`config.mk`:
```
export PLATFORM = sky130hd
export DESIGN_NAME = time_set_ctrl
export DESIGN_NICKNAME = d
export VERILOG_FILES = /design/src/rtl/time_set_ctrl_pkg.sv /design/src/rtl/time_set_ctrl_key_repeat_timer.sv /design/src/rtl/time_set_ctrl.sv
export SDC_FILE = /design/constraint.sdc
export NUM_CORES = 1
export LEC_CHECK = 0
export CAP_MARGIN = 20
export CELL_PAD_IN_SITES_DETAIL_PLACEMENT = 1
export CELL_PAD_IN_SITES_GLOBAL_PLACEMENT = 1
export CORE_ASPECT_RATIO = 1.75
export CORE_MARGIN = 2
export CORE_UTILIZATION = 44
export CTS_CLUSTER_SIZE = 30
export DETAILED_ROUTE_END_ITERATION = 8
export GPL_TIMING_DRIVEN = 0
export PLACE_DENSITY_LB_ADDON = 0.1
export SLEW_MARGIN = 20
export SYNTH_ARGS = -nofsm -noshare
export SYNTH_HDL_FRONTEND = slang
export SYNTH_SLANG_ARGS = --single-unit
```
`constraint.sdc`:
```
create_clock -name clk -period 4.3 [get_ports clk]
set_clock_uncertainty 0.2 [all_clocks]
set_input_delay 0.86 -clock clk [delete_from_list [all_inputs] [get_ports clk]]
set_output_delay 0.86 -clock clk [all_outputs]
set_load 0.05 [all_outputs]
```
`src/rtl/time_set_ctrl_pkg.sv`:
```
// ---------------------------------------------------------------------------
// time_set_ctrl_pkg
//   Shared types and helpers for the watch time-set sequencer.
//   - tsc_state_t : mode FSM states (RUN, SET, COMMIT)
//   - FLD_*       : digit field indices, 0 = hour_h .. 5 = sec_l
//   - field_onehot: field index -> one-hot digit vector, bit5 = hour_h .. bit0 = sec_l
// ---------------------------------------------------------------------------
package time_set_ctrl_pkg;

    typedef enum logic [1:0] {
        RUN    = 2'd0,
        SET    = 2'd1,
        COMMIT = 2'd2
    } tsc_state_t;

    localparam int NUM_FIELDS = 6;

    localparam logic [2:0] FLD_HOUR_H = 3'd0;
    localparam logic [2:0] FLD_HOUR_L = 3'd1;
    localparam logic [2:0] FLD_MIN_H  = 3'd2;
    localparam logic [2:0] FLD_MIN_L  = 3'd3;
    localparam logic [2:0] FLD_SEC_H  = 3'd4;
    localparam logic [2:0] FLD_SEC_L  = 3'd5;

    // Field 0 (hour_h) maps to the MSB so the vector reads left-to-right like the display.
    function automatic logic [NUM_FIELDS-1:0] field_onehot(input logic [2:0] fld);
        field_onehot = '0;
        for (int i = 0; i < NUM_FIELDS; i++) begin
            if (fld == 3'(i)) begin
                field_onehot[NUM_FIELDS-1-i] = 1'b1;
            end
        end
    endfunction

endpackage

```
`src/rtl/time_set_ctrl_key_repeat_timer.sv`:
```
// ---------------------------------------------------------------------------
// key_repeat_timer
//   Auto-repeat generator for a held key. After `held` has been high for DELAY
//   consecutive cycles, rpt_pulse is high for one cycle; afterwards it fires
//   every PERIOD cycles while `held` stays high. Dropping `held` or raising
//   `restart` returns to the initial DELAY wait. rpt_pulse is combinational
//   and is never high in a cycle where restart is high.
//   Only built when TIME_SET_AUTOREPEAT_EN is defined.
// Ports
//   clk       in  clock
//   resetn    in  synchronous active-low reset
//   held      in  key held level
//   restart   in  restart the delay wait (other key activity / not editing)
//   rpt_pulse out one-cycle repeat request
// ---------------------------------------------------------------------------
`ifdef TIME_SET_AUTOREPEAT_EN
module key_repeat_timer #(
    parameter int DELAY  = 50_000_000,
    parameter int PERIOD = 20_000_000
) (
    input  logic clk,
    input  logic resetn,
    input  logic held,
    input  logic restart,
    output logic rpt_pulse
);

    localparam int MAXC = (DELAY > PERIOD) ? DELAY : PERIOD;
    localparam int CW   = (MAXC > 1) ? $clog2(MAXC) : 1;
    localparam logic [CW-1:0] DELAY_LAST  = CW'(DELAY - 1);
    localparam logic [CW-1:0] PERIOD_LAST = CW'(PERIOD - 1);

    logic [CW-1:0] cnt;
    logic          first;   // still waiting out the initial DELAY

    assign rpt_pulse = held && !restart &&
                       (first ? (cnt == DELAY_LAST) : (cnt == PERIOD_LAST));

    always_ff @(posedge clk) begin
        if (!resetn || !held || restart) begin
            cnt   <= '0;
            first <= 1'b1;
        end else if (rpt_pulse) begin
            cnt   <= '0;
            first <= 1'b0;
        end else begin
            cnt   <= cnt + 1'b1;
        end
    end

endmodule
`endif

```
`src/rtl/time_set_ctrl.sv`:
```
// ---------------------------------------------------------------------------
// time_set_ctrl
//   Mode sequencer for the six watch digit counters. Turns debounced key
//   events into RUN/SET/COMMIT mode, field selection, one-cycle increment
//   pulses, a run gate for the 1 s carry chain and a blink mask.
//   Optional feature macro: TIME_SET_AUTOREPEAT_EN (held-key auto-repeat).
// Ports
//   clk, resetn   clock, synchronous active-low reset
//   tick_1s       1 s prescaler pulse
//   key_mode      press: enter/leave SET
//   key_next      press: next field (SET only)
//   key_inc       press: increment selected field (SET only)
//   key_inc_held  inc key held level (auto-repeat build only)
//   run_en        1 = counters advance (state RUN)
//   set_active    1 while in SET
//   field_sel     selected field, 0 = hour_h .. 5 = sec_l
//   inc_pulse     one-hot increment, bit5 = hour_h .. bit0 = sec_l
//   blink_mask    1 = blank digit, same order as inc_pulse
//   prescale_clr  high during COMMIT to restart the 1 s prescaler
//   state_dbg     current FSM state (tsc_state_t encoding)
// All outputs are registered, computed from next-state values.
// ---------------------------------------------------------------------------
module time_set_ctrl
    import time_set_ctrl_pkg::*;
#(
    parameter int BLINK_DIV     = 50_000_000,
    parameter int TIMEOUT_S     = 10,
    parameter int REPEAT_DELAY  = 50_000_000,
    parameter int REPEAT_PERIOD = 20_000_000
) (
    input  logic                  clk,
    input  logic                  resetn,
    input  logic                  tick_1s,
    input  logic                  key_mode,
    input  logic                  key_next,
    input  logic                  key_inc,
    input  logic                  key_inc_held,
    output logic                  run_en,
    output logic                  set_active,
    output logic [2:0]            field_sel,
    output logic [NUM_FIELDS-1:0] inc_pulse,
    output logic [NUM_FIELDS-1:0] blink_mask,
    output logic                  prescale_clr,
    output logic [1:0]            state_dbg
);

    localparam int BW = (BLINK_DIV > 1) ? $clog2(BLINK_DIV) : 1;
    localparam int TW = $clog2(TIMEOUT_S + 1);
    localparam logic [BW-1:0] BLINK_LAST = BW'(BLINK_DIV - 1);
    localparam logic [TW-1:0] TMO_LAST   = TW'(TIMEOUT_S - 1);

    tsc_state_t            state, nxt_state;
    logic [2:0]            nxt_field;
    logic [NUM_FIELDS-1:0] nxt_inc, nxt_mask;
    logic [TW-1:0]         tmo_cnt, nxt_tmo;
    logic [BW-1:0]         blink_cnt, nxt_bcnt;
    logic                  blink_ph, nxt_ph;
    logic                  key_any;
    logic                  rpt_fire;

    assign key_any   = key_mode | key_next | key_inc;
    assign state_dbg = state;

`ifdef TIME_SET_AUTOREPEAT_EN
    // Any key press or leaving SET restarts the repeat wait, so a repeat can
    // never land in the same cycle as a real key_inc.
    key_repeat_timer #(
        .DELAY  (REPEAT_DELAY),
        .PERIOD (REPEAT_PERIOD)
    ) u_key_repeat_timer (
        .clk       (clk),
        .resetn    (resetn),
        .held      (key_inc_held),
        .restart   (key_any || (state != SET)),
        .rpt_pulse (rpt_fire)
    );
`else
    logic unused_repeat;
    assign rpt_fire      = 1'b0;
    assign unused_repeat = key_inc_held ^ (REPEAT_DELAY > REPEAT_PERIOD);
`endif

    always_comb begin
        nxt_state = state;
        nxt_field = field_sel;
        nxt_inc   = '0;
        nxt_tmo   = tmo_cnt;
        nxt_bcnt  = blink_cnt + 1'b1;
        nxt_ph    = blink_ph;

        if (blink_cnt == BLINK_LAST) begin
            nxt_bcnt = '0;
            nxt_ph   = ~blink_ph;
        end
        // Restart the blink on any key so the edited digit is visible at once.
        if (key_any) begin
            nxt_bcnt = '0;
            nxt_ph   = 1'b0;
        end

        if (key_any || rpt_fire) begin
            nxt_tmo = '0;
        end else if (tick_1s && (state == SET)) begin
            nxt_tmo = tmo_cnt + 1'b1;
        end

        case (state)
            RUN: begin
                if (key_mode) begin
                    nxt_state = SET;
                    nxt_field = FLD_HOUR_H;
                    nxt_tmo   = '0;
                    nxt_bcnt  = '0;
                    nxt_ph    = 1'b0;
                end
            end
            SET: begin
                // Priority chain: mode > next > inc; lower keys are dropped.
                if (key_mode) begin
                    nxt_state = COMMIT;
                end else if (key_next) begin
                    nxt_field = (field_sel == FLD_SEC_L) ? FLD_HOUR_H : field_sel + 3'd1;
                end else if (key_inc || rpt_fire) begin
                    nxt_inc = field_onehot(field_sel);
                end else if (tick_1s && (tmo_cnt == TMO_LAST)) begin
                    nxt_state = COMMIT;
                end
            end
            COMMIT: begin
                nxt_state = RUN;
            end
            default: begin
                nxt_state = RUN;
            end
        endcase

        nxt_mask = ((nxt_state == SET) && nxt_ph) ? field_onehot(nxt_field) : '0;
    end

    always_ff @(posedge clk) begin
        if (!resetn) begin
            state        <= RUN;
            field_sel    <= FLD_HOUR_H;
            inc_pulse    <= '0;
            blink_mask   <= '0;
            tmo_cnt      <= '0;
            blink_cnt    <= '0;
            blink_ph     <= 1'b0;
            run_en       <= 1'b1;
            set_active   <= 1'b0;
            prescale_clr <= 1'b0;
        end else begin
            state        <= nxt_state;
            field_sel    <= nxt_field;
            inc_pulse    <= nxt_inc;
            blink_mask   <= nxt_mask;
            tmo_cnt      <= nxt_tmo;
            blink_cnt    <= nxt_bcnt;
            blink_ph     <= nxt_ph;
            run_en       <= (nxt_state == RUN);
            set_active   <= (nxt_state == SET);
            prescale_clr <= (nxt_state == COMMIT);
        end
    end

endmodule

```
==> results by group, run 1 <==
Status
  – Result of the run: finished clean

Global route
  – Maximum number of pins on one net before global-route repair: 14
  – Global-route usage over all layers: 17.6%
  – Number of global-route vias before repair: 1825
  – First-pass GRT wire length: 7910 µm
  – Initial antenna violation count: 0
  – Total global routing overflow: 0

Synth
  – Number of different library cells in the post-synthesis netlist: 40
  – Prevailing post-synth register cell: sky130_fd_sc_hd__dfxtp_1
  – Synth async-reset ratio: 0%
  – Number of enable-type register cells in the synthesized netlist: 0
  – Yosys warning total: 0
  – Average size of a mapped cell: 8.88 µm²
  – Sequential-to-total area share from yosys stat: 47.1%
  – Post-synth design cell area: 2170 µm²
  – Synthesized flop and latch total: 51
  – Nets in the synthesized netlist: 255
  – Post-Syn Instances: 244

Min path
  – Worst hold path type: reg -> reg
  – Number of cells traversed by the worst hold path: 1

Die
  – Die ar.: 5520 µm²
  – Total core area: 4710 µm²
  – Width of the die: 57.1 µm
  – Total I/O pin count: 27
  – Die Ht: 96.8 µm
  – Initial Utilization: 46.0%
  – Cell row count: 33

STA
  – Endpoints failing hold: 0
  – Final setup margin: 1.37 ns
  – Final-layout worst hold slack: 0.269 ns
  – Max-Slew Margin vs Limit: 46.9%
  – Maximum clock rate: 0.341 GHz
  – Time the worst path needs with I/O delays and setup: 2.93 ns
  – Setup repair after global routing missed its margin: false
  – Setup Total Neg Slack: 0 ns
  – Actual slew at the worst max-slew pin: 0.790 ns
  – Final period utilization: 68.1%
  – Number of endpoints failing setup at the final stage: 0
  – Max Slew Vio Count: 0

Clock tree
  – H-tree lvl count: 2
  – CTS tree: done
  – Root buffer cell: sky130_fd_sc_hd__clkbuf_8
  – Clk slew on worst S/H paths: 0.09 ns
  – # clock sinks: 51
  – Clock latency reported for the late side of the worst-skew pair: 0.30 ns
  – Buffers inserted during post-CTS setup optimization: 0
  – Buffer depth of the longest clock path: 2
  – Post-cts repair resize count: 0
  – Number of hold-repair buffers added at the cts stage: 0
  – Inserted Clock Buffers: 5

Place
  – Gp weighted congestion: 0.802
  – Pre-CTS WS: 1.03 ns
  – Count of buffers inserted at the top-level ports: 25
  – Number of placed cells counting well taps: 321
  – Total half-perimeter wirelength after legalization and detailed placement: 3390 µm

Power
  – Leakage power of the design: 0.857 nW
  – Max rail drop VDD: 0.251 mV
  – Post-layout total power: 0.778 mW
  – Switching power share of the total: 22.7%
  – Combinational share of power: 5.8%
  – Internal portion of total power: 0.601 mW
  – Clock network fraction of design power: 32.9%
  – Sequential share of power: 61.3%
  – Power density over the cells: 305 nW/µm²
  – Switching power: 0.177 mW

Route
  – DRC Markers: 0
  – Number of iterations in the first detailed-routing pass: 4
  – Vias after detailed routing: 1747
  – Detailed Route Iter0 Violations: 27
  – Remaining antenna violation count after routing: 0
  – Total wirelength of the detailed-routed design: 4400 µm
  – Via count normalized by instance count: 5.34
  – Final routed wire length divided by cell count: 13.4 µm

Setup path
  – Critical path start-end classification: in -> reg
  – Launching element type of the critical path: input pin
  – Worst Setup End Kind: register
  – R2r worst-path depth: 7
  – Top fanout value on the critical path: 9
  – Signal arrival time at the worst endpoint: 2.92 ns
  – Required time of the worst setup path: 4.29 ns

Final layout
  – Share of post-route cells with drive strength above 1: 5.09%
  – Sequential cell area in the final layout: 1020 µm²
  – Total inserted antenna cells: 0
  – Cell Count, Final, Fillers Out: 327
  – Total area of multi-input combinational cells: 1070 µm²
  – NumNets Final: 287
  – Layout-stage area growth over the synthesis result: 17.9%
  – Fill cell total of the finished layout: 583

Flow run
  – Number of max-cap violations: 0
power groups by stage:
stage | clock, mW | combinational, mW | sequential, mW
after detailed placement | 0 | 0.0459 | 0.488
after CTS | 0.264 | 0.0461 | 0.477
after global routing | 0.278 | 0.0495 | 0.478
after floorplan | 0 | 0.0171 | 0.499
after global placement | 0 | 0.0455 | 0.488
final | 0.256 | 0.0455 | 0.477
critical path, cell delays in order:
cell	delay, ns
sky130_fd_sc_hd__clkdlybuf4s50_1	0.54
sky130_fd_sc_hd__nor4bb_1	0.69
sky130_fd_sc_hd__nor2_1	0.16
sky130_fd_sc_hd__a22o_1	0.30
sky130_fd_sc_hd__a2111oi_2	0.37
Yosys cell counts (all sizes together) (2+ instances only):
master | instances | area, µm²
xor2 | 18 | 158
a21oi | 4 | 20.0
ha | 4 | 50.1
clkbuf | 5 | 18.8
nand4 | 6 | 37.5
buf | 3 | 20.0
nor4bb | 2 | 20.0
or2 | 2 | 12.5
dfxtp | 51 | 1020
nand2b | 3 | 18.8
nor3 | 8 | 40.0
and3 | 4 | 25.0
xnor2 | 9 | 78.8
nor3b | 3 | 22.5
o21ai | 4 | 20.0
nand2 | 17 | 63.8
nor4b | 2 | 23.8
inv | 9 | 33.8
nor2b | 5 | 31.3
and2 | 4 | 25.0
nand3 | 18 | 90.1
nor4 | 5 | 46.3
or4 | 3 | 26.3
nor2 | 44 | 165
registers in the layout (all words and copies together), names as in the netlist, 2 cells and up:
register and count:
blink_mask 6, tmo_cnt 4, inc_pulse 6, state_dbg 2, field_sel 3, blink_cnt 26
final timing paths:
check | startpoint | to | slack, ns
max | key_mode | blink_mask[3] | 1.37
min | blink_cnt[0] | blink_cnt[0] | 0.27
max reg2reg | blink_cnt[10] | blink_cnt[22] | 1.77
min reg2reg | blink_cnt[0] | blink_cnt[0] | 0.27
cell families after synthesis:
| family | count (synthesis) | share of synthesized area [%] |
|---|---|---|
| buf+inv | 17 | 3.35 |
| simple gates | 131 | 31.9 |
| mux | 1 | 0.462 |
| flops | 51 | 47.1 |
| compound gates | 13 | 3.98 |
| xor+xnor | 27 | 10.9 |
| fa+ha+maj | 4 | 2.31 |
metrics by stage:
step / util, % / area (µm²)
floorplan: - / 2170
global placement: 52.7 / 2480
detailed placement: 52.7 / 2480
CTS: 54.3 / 2550
global route: 54.3 / 2550
finish: 54.3 / 2550
placed cells by master (no fill, tap or decap), types with 4 or more instances in the layout:
master                            netlist  routed
sky130_fd_sc_hd__xor2_1                18      18
sky130_fd_sc_hd__clkbuf_1               5       6
sky130_fd_sc_hd__ha_1                   4       4
sky130_fd_sc_hd__clkdlybuf4s50_1        0      25
sky130_fd_sc_hd__and3_1                 4       4
sky130_fd_sc_hd__nand2_1               17      17
sky130_fd_sc_hd__nand4_1                6       6
sky130_fd_sc_hd__o21ai_0                4       4
sky130_fd_sc_hd__inv_1                  9       9
sky130_fd_sc_hd__dfxtp_1               51      51
sky130_fd_sc_hd__nor3_1                 8       8
sky130_fd_sc_hd__nand3_1               18      18
sky130_fd_sc_hd__nor4_1                 4       4
sky130_fd_sc_hd__a21oi_1                4       4
sky130_fd_sc_hd__nor2_1                44      44
sky130_fd_sc_hd__nor2b_1                5       5
sky130_fd_sc_hd__clkbuf_8               0       5
sky130_fd_sc_hd__and2_1                 4       4
sky130_fd_sc_hd__xnor2_1                9       9
layout make-up:
type | count | share of cell area, %
tap | 52 | 2.55
sequential | 51 | 40.0
buffer | 8 | 1.52
inverter | 9 | 1.32
multi-input combinational | 176 | 42.0
clock buffer | 6 | 2.84
timing repair buffer | 25 | 9.79
per-layer routing:
layer,wire [µm],vias to the layer above,part of all wire (%),GRT usage (%)
met5,0,-,0,0
met4,131,0,3.0,6.98
met3,126,11,2.9,2.94
met2,2470,29,56,34.6
met1,1670,830,38,17.2
li1,-,877,-,-
(Power assumes the default switching activity.)
==> run 2: changes to the inputs <==
- CORE_UTILIZATION: 44 -> 37
- clock period: 4.3 -> 2.4 ns (I/O delays scaled with it)
==> run 2 against run 1 <==
Against the previous run: clock power is 89% higher; sequential share of layout area is 2.3 points lower; largest cell class unchanged; sequential power is 79% higher; critical path type is now reg -> reg; highest routed layer unchanged; die area is 18% higher; register-to-register slack worse by 1.7 ns; design area is 6.4% higher; total power is 83% higher.
==> results by group, run 2 (synthesized netlist as in run 1, its figures left out) <==
Route
  – Total wirelength of the detailed-routed design: 4840 µm (was 4400 µm)
  – DRC Markers: 0 (unchanged)
  – Via count normalized by instance count: 4.98 (was 5.34)
  – Detailed Route Iter0 Violations: 36 (was 27)
  – Remaining antenna violation count after routing: 0 (unchanged)
  – Vias after detailed routing: 1783 (was 1747)
  – Number of iterations in the first detailed-routing pass: 3 (was 4)
  – Final routed wire length divided by cell count: 13.5 µm (was 13.4 µm)

STA
  – Max-Slew Margin vs Limit: 50.0% (was 46.9%)
  – Time the worst path needs with I/O delays and setup: 2.37 ns
  – Max Slew Vio Count: 0 (unchanged)
  – Setup Total Neg Slack: 0 ns (unchanged)
  – Final period utilization: 98.9%
  – Final-layout worst hold slack: 0.275 ns (was 0.269 ns)
  – Maximum clock rate: 0.421 GHz
  – Setup repair after global routing missed its margin: true (was false)
  – Number of endpoints failing setup at the final stage: 0 (unchanged)
  – Endpoints failing hold: 0 (unchanged)
  – Actual slew at the worst max-slew pin: 0.748 ns (was 0.790 ns)

Setup path
  – Largest stage delay on the critical path: 0.53 ns (was 0.69 ns)
  – Top fanout value on the critical path: 6 (was 9)
  – Worst-path cell chain: or4_4, or4_4, nor4_4, buf_4, xnor2_4, and3b_1 (was clkdlybuf4s50_1, nor4bb_1, nor2_1, a22o_1, a2111oi_2)
  – Number of buffer and inverter stages on the critical path: 1 (unchanged)
  – Worst Setup End Kind: register (unchanged)
  – Most common cell type on the critical path: sky130_fd_sc_hd__or4_4
  – Signal arrival time at the worst endpoint: 2.37 ns (was 2.92 ns)
  – Launching element type of the critical path: register (was input pin)
  – Flop-to-flop setup slack: 0.03 ns (was 1.77 ns)
  – Critical path's top delay family: simple AND/OR/NAND/NOR gates (unchanged)
  – Required time of the worst setup path: 2.40 ns (was 4.29 ns)
  – Crit. Startpoint: blink_cnt[10] (was key_mode)
  – R2r worst-path depth: 6 (was 7)
  – Startpoint of the worst-slack reg-to-reg timing path: blink_cnt[10] (unchanged)
  – Slowest stage cell on the critical path: sky130_fd_sc_hd__or4_4 (was sky130_fd_sc_hd__nor4bb_1)
  – Critical path start-end classification: reg -> reg (was in -> reg)
  – Reg-to-Reg End: blink_mask[1] (was blink_cnt[22])

Final layout
  – Most flop-heavy register: blink_cnt (unchanged)
  – Commonest cells after routing, fill and taps aside: sky130_fd_sc_hd__dfxtp_1, sky130_fd_sc_hd__nor2_1, sky130_fd_sc_hd__clkdlybuf4s50_1 (unchanged)
  – NumNets Final: 292 (was 287)
  – Layout-stage area growth over the synthesis result: 25.4% (was 17.9%)
  – Final std cell area, no fill: 2720 µm² (was 2550 µm²)
  – Most common cell after layout, fill and taps aside: sky130_fd_sc_hd__dfxtp_1 (unchanged)
  – Number of flip-flops under the largest register name: 26 (unchanged)
  – Largest registers ranked by flip-flop count: blink_cnt (26), blink_mask (6), inc_pulse (6) (unchanged)
  – Total inserted antenna cells: 0 (unchanged)
  – Share of post-route cells with drive strength above 1: 10.3% (was 5.09%)

Global route
  – Total global routing overflow: 0 (unchanged)
  – First-pass GRT wire length: 8230 µm (was 7910 µm)
  – Global-route usage over all layers: 16.6% (was 17.6%)
  – Met3 usage: 3.07% (was 2.94%)
  – Number of global-route vias before repair: 1842 (was 1825)
  – Met2 routing resource usage after global routing: 30.9% (was 34.6%)
  – Maximum number of pins on one net before global-route repair: 15 (was 14)
  – Grt peak-use layer: met2 (unchanged)
  – Initial antenna violation count: 0 (unchanged)
  – M1 GR Usage: 16.9% (was 17.2%)

Clock tree
  – H-tree lvl count: 2 (unchanged)
  – Buffer depth of the longest clock path: 2 (unchanged)
  – Clk slew on worst S/H paths: 0.10 ns (was 0.09 ns)
  – Clock latency reported for the late side of the worst-skew pair: 0.30 ns (about the same)
  – Root buffer cell: sky130_fd_sc_hd__clkbuf_8 (unchanged)
  – Inserted Clock Buffers: 5 (unchanged)
  – # clock sinks: 51 (unchanged)
  – CTS tree: done (unchanged)

Die
  – Total core area: 5630 µm² (was 4710 µm²)
  – Width of the die: 61.9 µm (was 57.1 µm)
  – Die ar.: 6510 µm² (was 5520 µm²)
  – Total I/O pin count: 27 (unchanged)
  – Cell row count: 36 (was 33)
  – Die Ht: 105 µm (was 96.8 µm)
  – Initial Utilization: 38.5% (was 46.0%)

Power
  – Max rail drop VDD: 0.311 mV (was 0.251 mV)
  – Power density over the cells: 525 nW/µm² (was 305 nW/µm²)
  – Sequential share of power: 60.0% (was 61.3%)
  – Internal portion of total power: 1.09 mW (was 0.601 mW)
  – Switching power share of the total: 23.5% (was 22.7%)
  – Leakage power of the design: 0.916 nW (was 0.857 nW)
  – Clock network fraction of design power: 33.9% (was 32.9%)
  – Switching power: 0.336 mW (was 0.177 mW)
  – Combinational share of power: 6.2% (was 5.8%)

Min path
  – Launch instance of the worst min-delay path: blink_cnt[0] (unchanged)
  – Number of cells traversed by the worst hold path: 1 (unchanged)
  – Sink of the worst hold path: blink_cnt[0] (unchanged)
  – Worst hold path type: reg -> reg (unchanged)

Status
  – Result of the run: finished clean (unchanged)

Place
  – Gp weighted congestion: 0.723 (was 0.802)
  – Standard cell area after detailed placement: 2520 µm² (was 2480 µm²)
  – Total half-perimeter wirelength after legalization and detailed placement: 3530 µm (was 3390 µm)
  – Count of buffers inserted at the top-level ports: 25 (unchanged)

Flow run
  – Number of max-cap violations: 0 (unchanged)
[run 2: changes by cell type in the layout (fill, tap and decap cells not counted), sizes merged]
cell           before  now
buf                 3    9
clkdlybuf4s50      25   22
clkinv              0    1
dlygate4sd2         0    3
[run 2: cell type report]
type	instances	area, µm²
Buffer	7	52.6
Clock buffer	7	76.3
Clock inverter	1	5.00
Fill cell	680	2910
Inverter	9	33.8
Multi-Input combinational cell	176	1130
Sequential cell	51	1020
Tap cell	76	95.1
Timing Repair Buffer	31	299
[run 2: repair_timing]
action | CTS | global route
hold buffers | 0 | 0
pin swaps | 4 | 2
setup endpoints to repair | 31 | 20
gates resized for setup | 15 | 6
setup buffers | 4 | 1
cloned | 1 | 0
[run 2: worst reg2reg max path: cells and delay by family, from the launching register on]
family / cells / cell delay, ns
buffers and inverters: 1 / 0.18
flip-flops: 1 / 0.33
XOR/XNOR: 1 / 0.15
AND/OR/NAND/NOR: 4 / 1.41
[run 2: routing by layer]
layer / part of all wire (%) / wire length, µm / up-vias
li1: - / - / 894
met1: 37 / 1810 / 854
met2: 58 / 2800 / 27
met3: 2.5 / 122 / 8
met4: 2.1 / 104 / 0
met5: 0 / 0 / -
[run 2: metrics by stage]
stage / utilization (%) / cells / total power, mW / setup WS [ns]
floorplan: - / 244 / 0.925 / 0.0190
CTS: 47.6 / 357 / 1.44 / 0.0279
detailed placement: 44.7 / 345 / 0.960 / -0.513
global placement: 44.7 / 345 / 0.958 / -0.484
finish: 48.3 / 358 / 1.43 / 0.0265
global route: 48.3 / 358 / 1.49 / -0.0231
[run 2: worst max path at each step]
| stage | slack, ns | endpoint | depth (start not counted) |
|---|---|---|---|
| 5_1_grt | -0.02 | blink_mask[1] | 6 |
| 3_3_place_gp | -0.48 | blink_cnt[5] | 7 |
| 3_5_place_dp | -0.51 | blink_cnt[16] | 7 |
| 6_report | 0.03 | blink_mask[1] | 6 |
| 2_1_floorplan | 0.02 | blink_mask[1] | 5 |
| 4_1_cts | 0.03 | blink_mask[2] | 7 |
[run 2: power by group through the flow]
stage               registers [mW]  clock network, mW  logic (mW)
global placement             0.875                  0      0.0834
detailed placement           0.876                  0      0.0846
floorplan                    0.894                  0      0.0312
CTS                          0.856              0.501      0.0876
finish                       0.855              0.483      0.0879
global route                 0.857              0.539      0.0959
